`src/rtl/panel_write_queue_if.sv`:
```
// Strobe-in / memory-write-out bundle for panel_write_queue.
// The slave modport is the queue's view; master is whoever drives strobes and owns the memory port.
interface panel_write_queue_if #(
  parameter int DEPTH_LOG2 = 4,
  parameter int ADDR_BITS  = 14,
  parameter int NUM_PANELS = 6
);
  logic [NUM_PANELS-1:0]  in_en;
  logic [3:0]             in_wr;
  logic [15:0]            in_addr;
  logic [23:0]            in_wdat;
  logic                   clr_stats;
  logic                   mem_wr_valid;
  logic                   mem_wr_ready;
  logic [ADDR_BITS+2:0]   mem_addr;
  logic [23:0]            mem_wdat;
  logic [2:0]             mem_be;
  logic [DEPTH_LOG2:0]    fifo_level;
  logic                   overflow;
  logic [15:0]            drop_count;

  modport slave (
    input  in_en, in_wr, in_addr, in_wdat, clr_stats, mem_wr_ready,
    output mem_wr_valid, mem_addr, mem_wdat, mem_be, fifo_level, overflow, drop_count
  );

  modport master (
    output in_en, in_wr, in_addr, in_wdat, clr_stats, mem_wr_ready,
    input  mem_wr_valid, mem_addr, mem_wdat, mem_be, fifo_level, overflow, drop_count
  );
endinterface

```
`src/rtl/panel_write_queue.sv`:
```
// Buffers panel write strobes and serializes each into one memory write per enabled panel.
// state | meaning
// IDLE  | no entry in flight; pops the FIFO head as soon as one is queued
// ISSUE | presenting the lowest remaining panel of the working entry
module panel_write_queue #(
  parameter int DEPTH_LOG2 = 4,
  parameter int ADDR_BITS  = 14,
  parameter int NUM_PANELS = 6
) (
  input  logic             clock,
  input  logic             reset_n,
  panel_write_queue_if.slave bus
);
  localparam int DEPTH = 1 << DEPTH_LOG2;

  typedef struct packed {
    logic [NUM_PANELS-1:0] mask;
    logic [2:0]            be;
    logic [ADDR_BITS-1:0]  addr;
    logic [23:0]           data;
  } entry_t;

  typedef enum logic {IDLE, ISSUE} state_t;

  entry_t                fifo_mem [DEPTH];
  entry_t                new_entry;
  entry_t                head;
  logic [DEPTH_LOG2-1:0] wr_ptr_q, rd_ptr_q;
  logic [DEPTH_LOG2:0]   level_q, level_d;
  logic                  full, empty, push, do_push, drop, pop, load;

  state_t                state_q, state_d;
  logic [NUM_PANELS-1:0] mask_q, mask_d, mask_rem;
  logic [2:0]            be_q, be_d;
  logic [ADDR_BITS-1:0]  paddr_q, paddr_d;
  logic [23:0]           data_q, data_d;
  logic [ADDR_BITS+2:0]  maddr_q, maddr_d;

  logic                  overflow_q;
  logic [15:0]           drop_count_q;

  logic                  unused_bits;
  assign unused_bits = ^{bus.in_wr[3], bus.in_addr[15:ADDR_BITS]};

  function automatic logic [2:0] low_idx(input logic [NUM_PANELS-1:0] m);
    logic [2:0] idx;
    idx = '0;
    for (int i = NUM_PANELS - 1; i >= 0; i--) begin
      if (m[i]) idx = 3'(i);
    end
    return idx;
  endfunction

  assign new_entry = {bus.in_en, bus.in_wr[2:0], bus.in_addr[ADDR_BITS-1:0], bus.in_wdat};
  assign head      = fifo_mem[rd_ptr_q];
  assign full      = (level_q == (DEPTH_LOG2+1)'(DEPTH));
  assign empty     = (level_q == '0);
  assign push      = |bus.in_en;
  // A full queue drops the strobe even if the FSM pops this same cycle.
  assign do_push   = push && !full;
  assign drop      = push && full;
  assign mask_rem  = mask_q & (mask_q - NUM_PANELS'(1));

  always_ff @(posedge clock) begin
    if (do_push) fifo_mem[wr_ptr_q] <= new_entry;
  end

  always_comb begin
    level_d = level_q;
    if (do_push && !pop)      level_d = level_q + (DEPTH_LOG2+1)'(1);
    else if (!do_push && pop) level_d = level_q - (DEPTH_LOG2+1)'(1);
  end

  always_ff @(posedge clock or negedge reset_n) begin
    if (!reset_n) begin
      wr_ptr_q <= '0;
      rd_ptr_q <= '0;
      level_q  <= '0;
    end else begin
      if (do_push) wr_ptr_q <= wr_ptr_q + DEPTH_LOG2'(1);
      if (pop)     rd_ptr_q <= rd_ptr_q + DEPTH_LOG2'(1);
      level_q <= level_d;
    end
  end

  always_comb begin
    state_d = state_q;
    mask_d  = mask_q;
    be_d    = be_q;
    paddr_d = paddr_q;
    data_d  = data_q;
    maddr_d = maddr_q;
    load    = 1'b0;
    case (state_q)
      IDLE: begin
        if (!empty) load = 1'b1;
      end
      ISSUE: begin
        if (bus.mem_wr_ready) begin
          if (mask_rem != '0) begin
            mask_d  = mask_rem;
            maddr_d = {low_idx(mask_rem), paddr_q};
          end else if (!empty) begin
            load = 1'b1;
          end else begin
            mask_d  = '0;
            state_d = IDLE;
          end
        end
      end
      default: state_d = IDLE;
    endcase
    if (load) begin
      mask_d  = head.mask;
      be_d    = head.be;
      paddr_d = head.addr;
      data_d  = head.data;
      maddr_d = {low_idx(head.mask), head.addr};
      state_d = ISSUE;
    end
  end

  assign pop = load;

  always_ff @(posedge clock or negedge reset_n) begin
    if (!reset_n) begin
      state_q <= IDLE;
      mask_q  <= '0;
      be_q    <= '0;
      paddr_q <= '0;
      data_q  <= '0;
      maddr_q <= '0;
    end else begin
      state_q <= state_d;
      mask_q  <= mask_d;
      be_q    <= be_d;
      paddr_q <= paddr_d;
      data_q  <= data_d;
      maddr_q <= maddr_d;
    end
  end

  // A drop coinciding with clr_stats must still be counted.
  always_ff @(posedge clock or negedge reset_n) begin
    if (!reset_n) begin
      overflow_q   <= 1'b0;
      drop_count_q <= '0;
    end else if (bus.clr_stats) begin
      overflow_q   <= drop;
      drop_count_q <= drop ? 16'd1 : 16'd0;
    end else if (drop) begin
      overflow_q <= 1'b1;
      if (drop_count_q != 16'hFFFF) drop_count_q <= drop_count_q + 16'd1;
    end
  end

  assign bus.mem_wr_valid = (state_q == ISSUE);
  assign bus.mem_addr     = maddr_q;
  assign bus.mem_wdat     = data_q;
  assign bus.mem_be       = be_q;
  assign bus.fifo_level   = level_q;
  assign bus.overflow     = overflow_q;
  assign bus.drop_count   = drop_count_q;
endmodule
```
`src/flat_wrapper.sv`:
```
// flat-port wrapper written by rule: the top's interface ports become plain ports
module panel_write_queue_flat 
#(
  parameter int DEPTH_LOG2 = 4,
  parameter int ADDR_BITS  = 14,
  parameter int NUM_PANELS = 6
)
  (clock, reset_n, bus_in_en, bus_in_wr, bus_in_addr, bus_in_wdat, bus_clr_stats, bus_mem_wr_ready, bus_mem_wr_valid, bus_mem_addr, bus_mem_wdat, bus_mem_be, bus_fifo_level, bus_overflow, bus_drop_count);
  panel_write_queue_if #(.DEPTH_LOG2(DEPTH_LOG2), .ADDR_BITS(ADDR_BITS), .NUM_PANELS(NUM_PANELS)) bus_i ();
  input  logic clock;
  input  logic reset_n;
  input wire logic [$bits(bus_i.in_en)-1:0] bus_in_en;
  input wire logic [$bits(bus_i.in_wr)-1:0] bus_in_wr;
  input wire logic [$bits(bus_i.in_addr)-1:0] bus_in_addr;
  input wire logic [$bits(bus_i.in_wdat)-1:0] bus_in_wdat;
  input wire logic [$bits(bus_i.clr_stats)-1:0] bus_clr_stats;
  input wire logic [$bits(bus_i.mem_wr_ready)-1:0] bus_mem_wr_ready;
  output wire logic [$bits(bus_i.mem_wr_valid)-1:0] bus_mem_wr_valid;
  output wire logic [$bits(bus_i.mem_addr)-1:0] bus_mem_addr;
  output wire logic [$bits(bus_i.mem_wdat)-1:0] bus_mem_wdat;
  output wire logic [$bits(bus_i.mem_be)-1:0] bus_mem_be;
  output wire logic [$bits(bus_i.fifo_level)-1:0] bus_fifo_level;
  output wire logic [$bits(bus_i.overflow)-1:0] bus_overflow;
  output wire logic [$bits(bus_i.drop_count)-1:0] bus_drop_count;
  assign bus_i.in_en = bus_in_en;
  assign bus_i.in_wr = bus_in_wr;
  assign bus_i.in_addr = bus_in_addr;
  assign bus_i.in_wdat = bus_in_wdat;
  assign bus_i.clr_stats = bus_clr_stats;
  assign bus_i.mem_wr_ready = bus_mem_wr_ready;
  assign bus_mem_wr_valid = bus_i.mem_wr_valid;
  assign bus_mem_addr = bus_i.mem_addr;
  assign bus_mem_wdat = bus_i.mem_wdat;
  assign bus_mem_be = bus_i.mem_be;
  assign bus_fifo_level = bus_i.fifo_level;
  assign bus_overflow = bus_i.overflow;
  assign bus_drop_count = bus_i.drop_count;
  panel_write_queue #(.DEPTH_LOG2(DEPTH_LOG2), .ADDR_BITS(ADDR_BITS), .NUM_PANELS(NUM_PANELS)) u_core (.clock(clock), .reset_n(reset_n), .bus(bus_i));
endmodule
```
`config.mk`:
```
export PLATFORM = sky130hd
export DESIGN_NAME = panel_write_queue_flat
export DESIGN_NICKNAME = d
export VERILOG_FILES = /design/src/rtl/panel_write_queue_if.sv /design/src/rtl/panel_write_queue.sv /design/src/flat_wrapper.sv
export SDC_FILE = /design/constraint.sdc
export NUM_CORES = 1
export LEC_CHECK = 0
export ABC_AREA = 1
export ABC_CLOCK_PERIOD_IN_PS = 10400
export BUFFER_PORTS_ARGS = -buffer_cell sky130_fd_sc_hd__buf_2
export CAP_MARGIN = 25
export CORE_MARGIN = 4
export CORE_UTILIZATION = 40
export DETAILED_ROUTE_END_ITERATION = 7
export HOLD_SLACK_MARGIN = 0.15
export PLACE_DENSITY_LB_ADDON = 0.12
export SLEW_MARGIN = 25
export SYNTH_ARGS = -nofsm -noshare
export SYNTH_HDL_FRONTEND = slang
export SYNTH_SLANG_ARGS = --single-unit
export TNS_END_PERCENT = 100
```
`constraint.sdc`:
```
create_clock -name clock -period 10.4 [get_ports clock]
set_input_delay 2.08 -clock clock [delete_from_list [all_inputs] [get_ports clock]]
set_output_delay 2.08 -clock clock [all_outputs]
set_load 0.03 [all_outputs]
```
Word level (Yosys, flattened, before mapping)
Memory sizes are Yosys's and may differ from the RTL's.
Cells that the tools add are included.
{"block": "op_classes", "n_addsub": 6, "n_eq_ne": 2, "n_mux": 39, "n_bitwise": 2, "reduce_logical": 20}
{"op": "$mux 17", "n": 4}
{"op": "$mux 16", "n": 3}
{"op": "$mux 3", "n": 12}
{"op": "$mux 6", "n": 5}
{"op": "$add 16x1->16 const B", "n": 1}
{"op": "$ne 16x16->1 const B", "n": 1}
{"op": "$mux 1", "n": 12}
{"op": "$reduce_bool 2->1", "n": 6}
{"op": "$mux 5", "n": 2}
{"op": "$add 4x1->4 const B", "n": 2}
{"op": "$and 6x6->6", "n": 1}
{"op": "$reduce_and 3->1", "n": 2}
{"op": "$reduce_bool 6->1", "n": 1}
{"op": "$reduce_or 6->1", "n": 1}
{"op": "$sub 6x1->6 const B", "n": 1}
{"op": "$add 5x1->5 const B", "n": 1}
{"op": "$eq 5x5->1 const B", "n": 1}
{"op": "$logic_not 5->1", "n": 1}
{"op": "$sub 5x1->5 const B", "n": 1}
{"op": "$logic_and 1x1->1", "n": 4}
{"op": "$logic_not 1->1", "n": 3}
{"op": "$reduce_bool 3->1", "n": 1}
{"op": "$pmux 1 s2", "n": 1}
{"op": "$reduce_and 2->1", "n": 1}
{"op": "$not 1->1", "n": 1}
{"block": "word_totals", "register_bits": 95, "ram_bits": 752, "input_bits": 54, "out_inout_bits": 67, "wordCells": 81, "n_memories": 1}
{"memory": "u_core.fifo_mem", "words": 16, "width": 47, "read_ports": 1, "rd_clocked_by_memory_dff": 0, "write_ports": 1, "line_no": "panel_write_queue.sv:25", "source": "entry_t fifo_mem [DEPTH];"}

Depth between registers and ports, before layout
{"block": "logic_depth", "depth_word": 12, "mapped_depth": 19, "ltp_nobuf": 18}

Least setup slack after synthesis
Ideal clock, no wire load.
{"block": "synth_path", "path_kind": "input -> register", "from": "input port bus_in_en[5]", "to": "memory u_core.fifo_mem[11][0] (netlist bit) (enable)", "setup_ps": 452, "arrival_time_ps": 4506, "t_required_ps": 9948, "slack_ps": 5442, "cell_stages": 6, "n_path_buf": 0, "cell_sequence": "nor2_1 nand3_1 nand2_1 clkinv_1 nand2_1 nor2_1"}
{"block": "synth_via", "elab_chain_cells": 4}
{"item": "start, declared", "line_no": "flat_wrapper.sv:12", "source": "input wire logic [$bits(bus_i.in_en)-1:0] bus_in_en;"}
{"item": "$reduce_or 6->1", "line_no": "panel_write_queue.sv:58", "source": "assign push = |bus.in_en;"}
{"item": "$logic_and 1x1->1", "line_no": "panel_write_queue.sv:60", "source": "assign do_push = push && !full;"}
{"item": "net u_core.do_push", "line_no": "panel_write_queue.sv:30", "source": "logic full, empty, push, do_push, drop, pop, load;"}
{"item": "$mux 1", "line_no": "panel_write_queue.sv:65", "source": "if (do_push) fifo_mem[wr_ptr_q] <= new_entry;"}
{"item": "$mux 1 (not written as such)", "line_no": "panel_write_queue.sv:65"}
{"item": "end, declared", "line_no": "panel_write_queue.sv:25"}
The timed path passes the listed nets, and every way through them passes these cells.

Worst setup path after layout
{"block": "layout_path", "from": "input port bus_in_en[5]", "to": "memory u_core.fifo_mem[5][29] (netlist bit) (enable)"}
Same word-level chain as after synthesis.

==> metrics.txt <==
outcome=finished clean; Final #Nets=2735; share of layout cells above drive strength 1=11.2%; min-delay src=u_core.paddr_q[0]$_DFFE_PN0P_; largest net degree at the start of global routing=227; setup ws final=5.99 ns; # hold bufs at CTS=0; DRC viols=0; hold worst-path end=u_core.paddr_q[0]$_DFFE_PN0P_; Place WS=5.05 ns; final period utilization=42.4%; Synth cell types=37; synth warn=0; TritonRoute pass-1 iters=5; fin area=37900 um^2; Worst-Margin Slew=1.27 ns; Hold/Removal Path Class=reg2reg; CTS root buf=clkbuf_16; CP max stage delay=~0.7 ns; clock sinks=between 800 and 900; Most Frequent Cell on Critical Path=nand2_1; Critical Path AT=4.67 ns; RSZ-0062 raised after global routing=no; Slew Limit Fails=0; PwrDens=306 nW/um^2; Hold Violations, Final=0; post-cts resize count=0; Fin Hold WS=roughly 0.46 ns; initial antenna violation count=2; Worst path slowest cell=buf_4; Setup TNS Final=0 ns; min cycle time layout=4.41 ns; Mapped Cells=roughly 2.6k; sequential share of the synthesized area=around three quarters; commonest non-fill, non-tap cell in the layout=edfxtp_1; number of I/O pins=121; vias in the first global route=20.9k; Rows=105; hpwl dp=42.4 mm; total grt overflow=0; Area after DPL=~35000 um^2; syn_area_per_cell=12.9 um^2; via count=~21k; worst-case clock buffer depth=3; Mapped Nets=2662; gr usage total=19.2%; CP Launch Type=input port; DRT Wirelength=86.4 mm; worst clock skew=between 0.015 and 0.02 ns; Avg WL per Cell=22.6 um; P_leak=12.8 nW; clk_lat worst skew=0.64 ns; CTS tree=built; Num CTS Buffers=roughly 90; clock slew at reported path FFs=roughly 0.060 ns; register bit total from synthesis=847; Die Y=298 um; Rel. slew slack=between 15 and 20%; WHS Path Cells=2; input/output buffers=117; Critical Path Sink Type=flop; worst r2r src=u_core.rd_ptr_q[0]$_DFFE_PN0P_; Reg2Reg Capture Point=u_core.bus.mem_addr[16]$_DFFE_PN0P_; die area=88500 um^2; first-pass GRT wire length=131 mm; commonest non-fill, non-tap cells in the layout=752 x edfxtp_1, 496 x nor2_1, 281 x o21ai_0; Post-CTS Setup Bufs=0; Max VDD drop=0.229 mV; r2r setup slk=6.56 ns; mapped cell area=between 30000 and 40000 um^2; initial DRC count=around 1.6k; f_max=roughly 230 MHz; Via-to-Cell Ratio=5.50; Core Area=82600 um^2; CP max FO=31; critical path cell sequence=buf_2 -> nor2_1 -> nand3_1 -> nand2_1 -> clkinv_1 -> nand2_1 -> nor2_4 -> buf_4; Initial Util=about two fifths; final setup fails=0; Die X=298 um; ANT nets after route=0; depth of the CTS H-tree=3; data required time of the worst path=10.66 ns; Area Overhead vs Synth=13.0%; max-cap violation count=0; Reg2Reg Depth=9; Crit Path Class=in2reg; routability cong.=0.753
-- kinds of logic (layout without fill, tap and decap cells) --
family / Yosys count / in the layout / share of synthesized area, %
DFF: 847 / 847 / 74.4
AOI/OAI and AO/OA: 659 / 659 / 11.7
other: 0 / 1 / 0
buffers and inverters: 227 / 377 / 3.28
and+or+nand+nor: 843 / 843 / 9.90
adders and majority gates: 11 / 11 / 0.433
xor gates and xnor gates: 10 / 10 / 0.261
-- Yosys cell counts (all sizes together) --
library cell	count	area share (%)
o221ai	73	1.9
xnor2	1	0.026
o211ai	93	2.1
ha	10	0.37
a22o	1	0.026
nor4	4	0.075
edfxtp	752	67
nand4	5	0.093
o31ai	2	0.045
nor3	7	0.12
nor2	514	5.8
xor2	9	0.24
a31oi	42	0.78
buf	94	1.8
o21ai	374	5.6
o2111ai	2	0.052
nand2	228	2.6
a21oi	37	0.55
o22ai	34	0.63
fa	1	0.060
dfrtp	95	7.1
nand3	85	1.3
o21a	1	0.022
clkbuf	72	0.81
inv	58	0.65
clkinv	3	0.034
-- metrics by stage --
step	power [W]	cells	util (%)
4_1_cts	0.0118	3817	45.8
3_3_place_gp	0.00852	3647	42.3
5_1_grt	0.0123	3818	45.8
3_5_place_dp	0.00862	3647	42.3
6_report	0.0116	3818	45.8
2_1_floorplan	0.00734	2597	-
-- worst max-delay path: cells and delay by family --
family | cells | cell delay, ns
buffers and inverters | 3 | 1.17
AND/OR/NAND/NOR | 5 | 1.37
-- worst max-delay path by stage --
stage | end | startpoint | depth (start not counted) | slack, ns
final | u_core.fifo_mem[5][29]$_DFFE_PP_ | bus_in_en[5] | 8 | 5.99
after detailed placement | u_core.bus.fifo_level[4]$_DFFE_PN0P_ | bus_mem_wr_ready | 17 | 5.05
after global routing | u_core.bus.fifo_level[4]$_DFFE_PN0P_ | bus_mem_wr_ready | 17 | 5.79
after global placement | u_core.bus.fifo_level[4]$_DFFE_PN0P_ | bus_mem_wr_ready | 17 | 5.02
after CTS | u_core.bus.fifo_level[4]$_DFFE_PN0P_ | bus_mem_wr_ready | 17 | 5.73
after floorplan | u_core.fifo_mem[11][0]$_DFFE_PP_ | bus_in_en[5] | 6 | 5.44
-- power breakdown --
part | internal, W | switching (W)
Combinational | 0.000974 | 0.00273
Sequential | 0.00447 | 0.000321
Clock | 0.00181 | 0.00130
Total | 0.00725 | 0.00435
-- flip-flops by register name, indices dropped and copies added (netlist names) --
signal	cells
u_core.bus.drop_count	16
u_core.bus.fifo_level	5
u_core.bus.mem_addr	17
u_core.bus.mem_be	3
u_core.bus.mem_wdat	24
u_core.bus.mem_wr_valid	1
u_core.bus.overflow	1
u_core.fifo_mem	752
u_core.mask_q	6
u_core.paddr_q	14
u_core.rd_ptr_q	4
u_core.wr_ptr_q	4
-- metal layers --
metal	part of all wire (%)	global-route usage, %	vias to the layer above
met3	4.5	3.21	130
li1	-	-	9706
met5	0	0	-
met1	45	26.1	10600
met2	49	32.4	529
met4	2.1	4.93	0
-- final cells by class --
| cell class | count | area, um^2 |
|---|---|---|
| Sequential cell | 847 | 25000 |
| Fill cell | 7268 | 44700 |
| Clock buffer | 131 | 2590 |
| Inverter | 61 | 240 |
| Timing Repair Buffer | 146 | 838 |
| Clock inverter | 39 | 303 |
| Multi-Input combinational cell | 1523 | 7600 |
| Antenna cell | 1 | 2.50 |
| Tap cell | 1070 | 1340 |
Note: power is estimated with default switching activity, not from simulation.
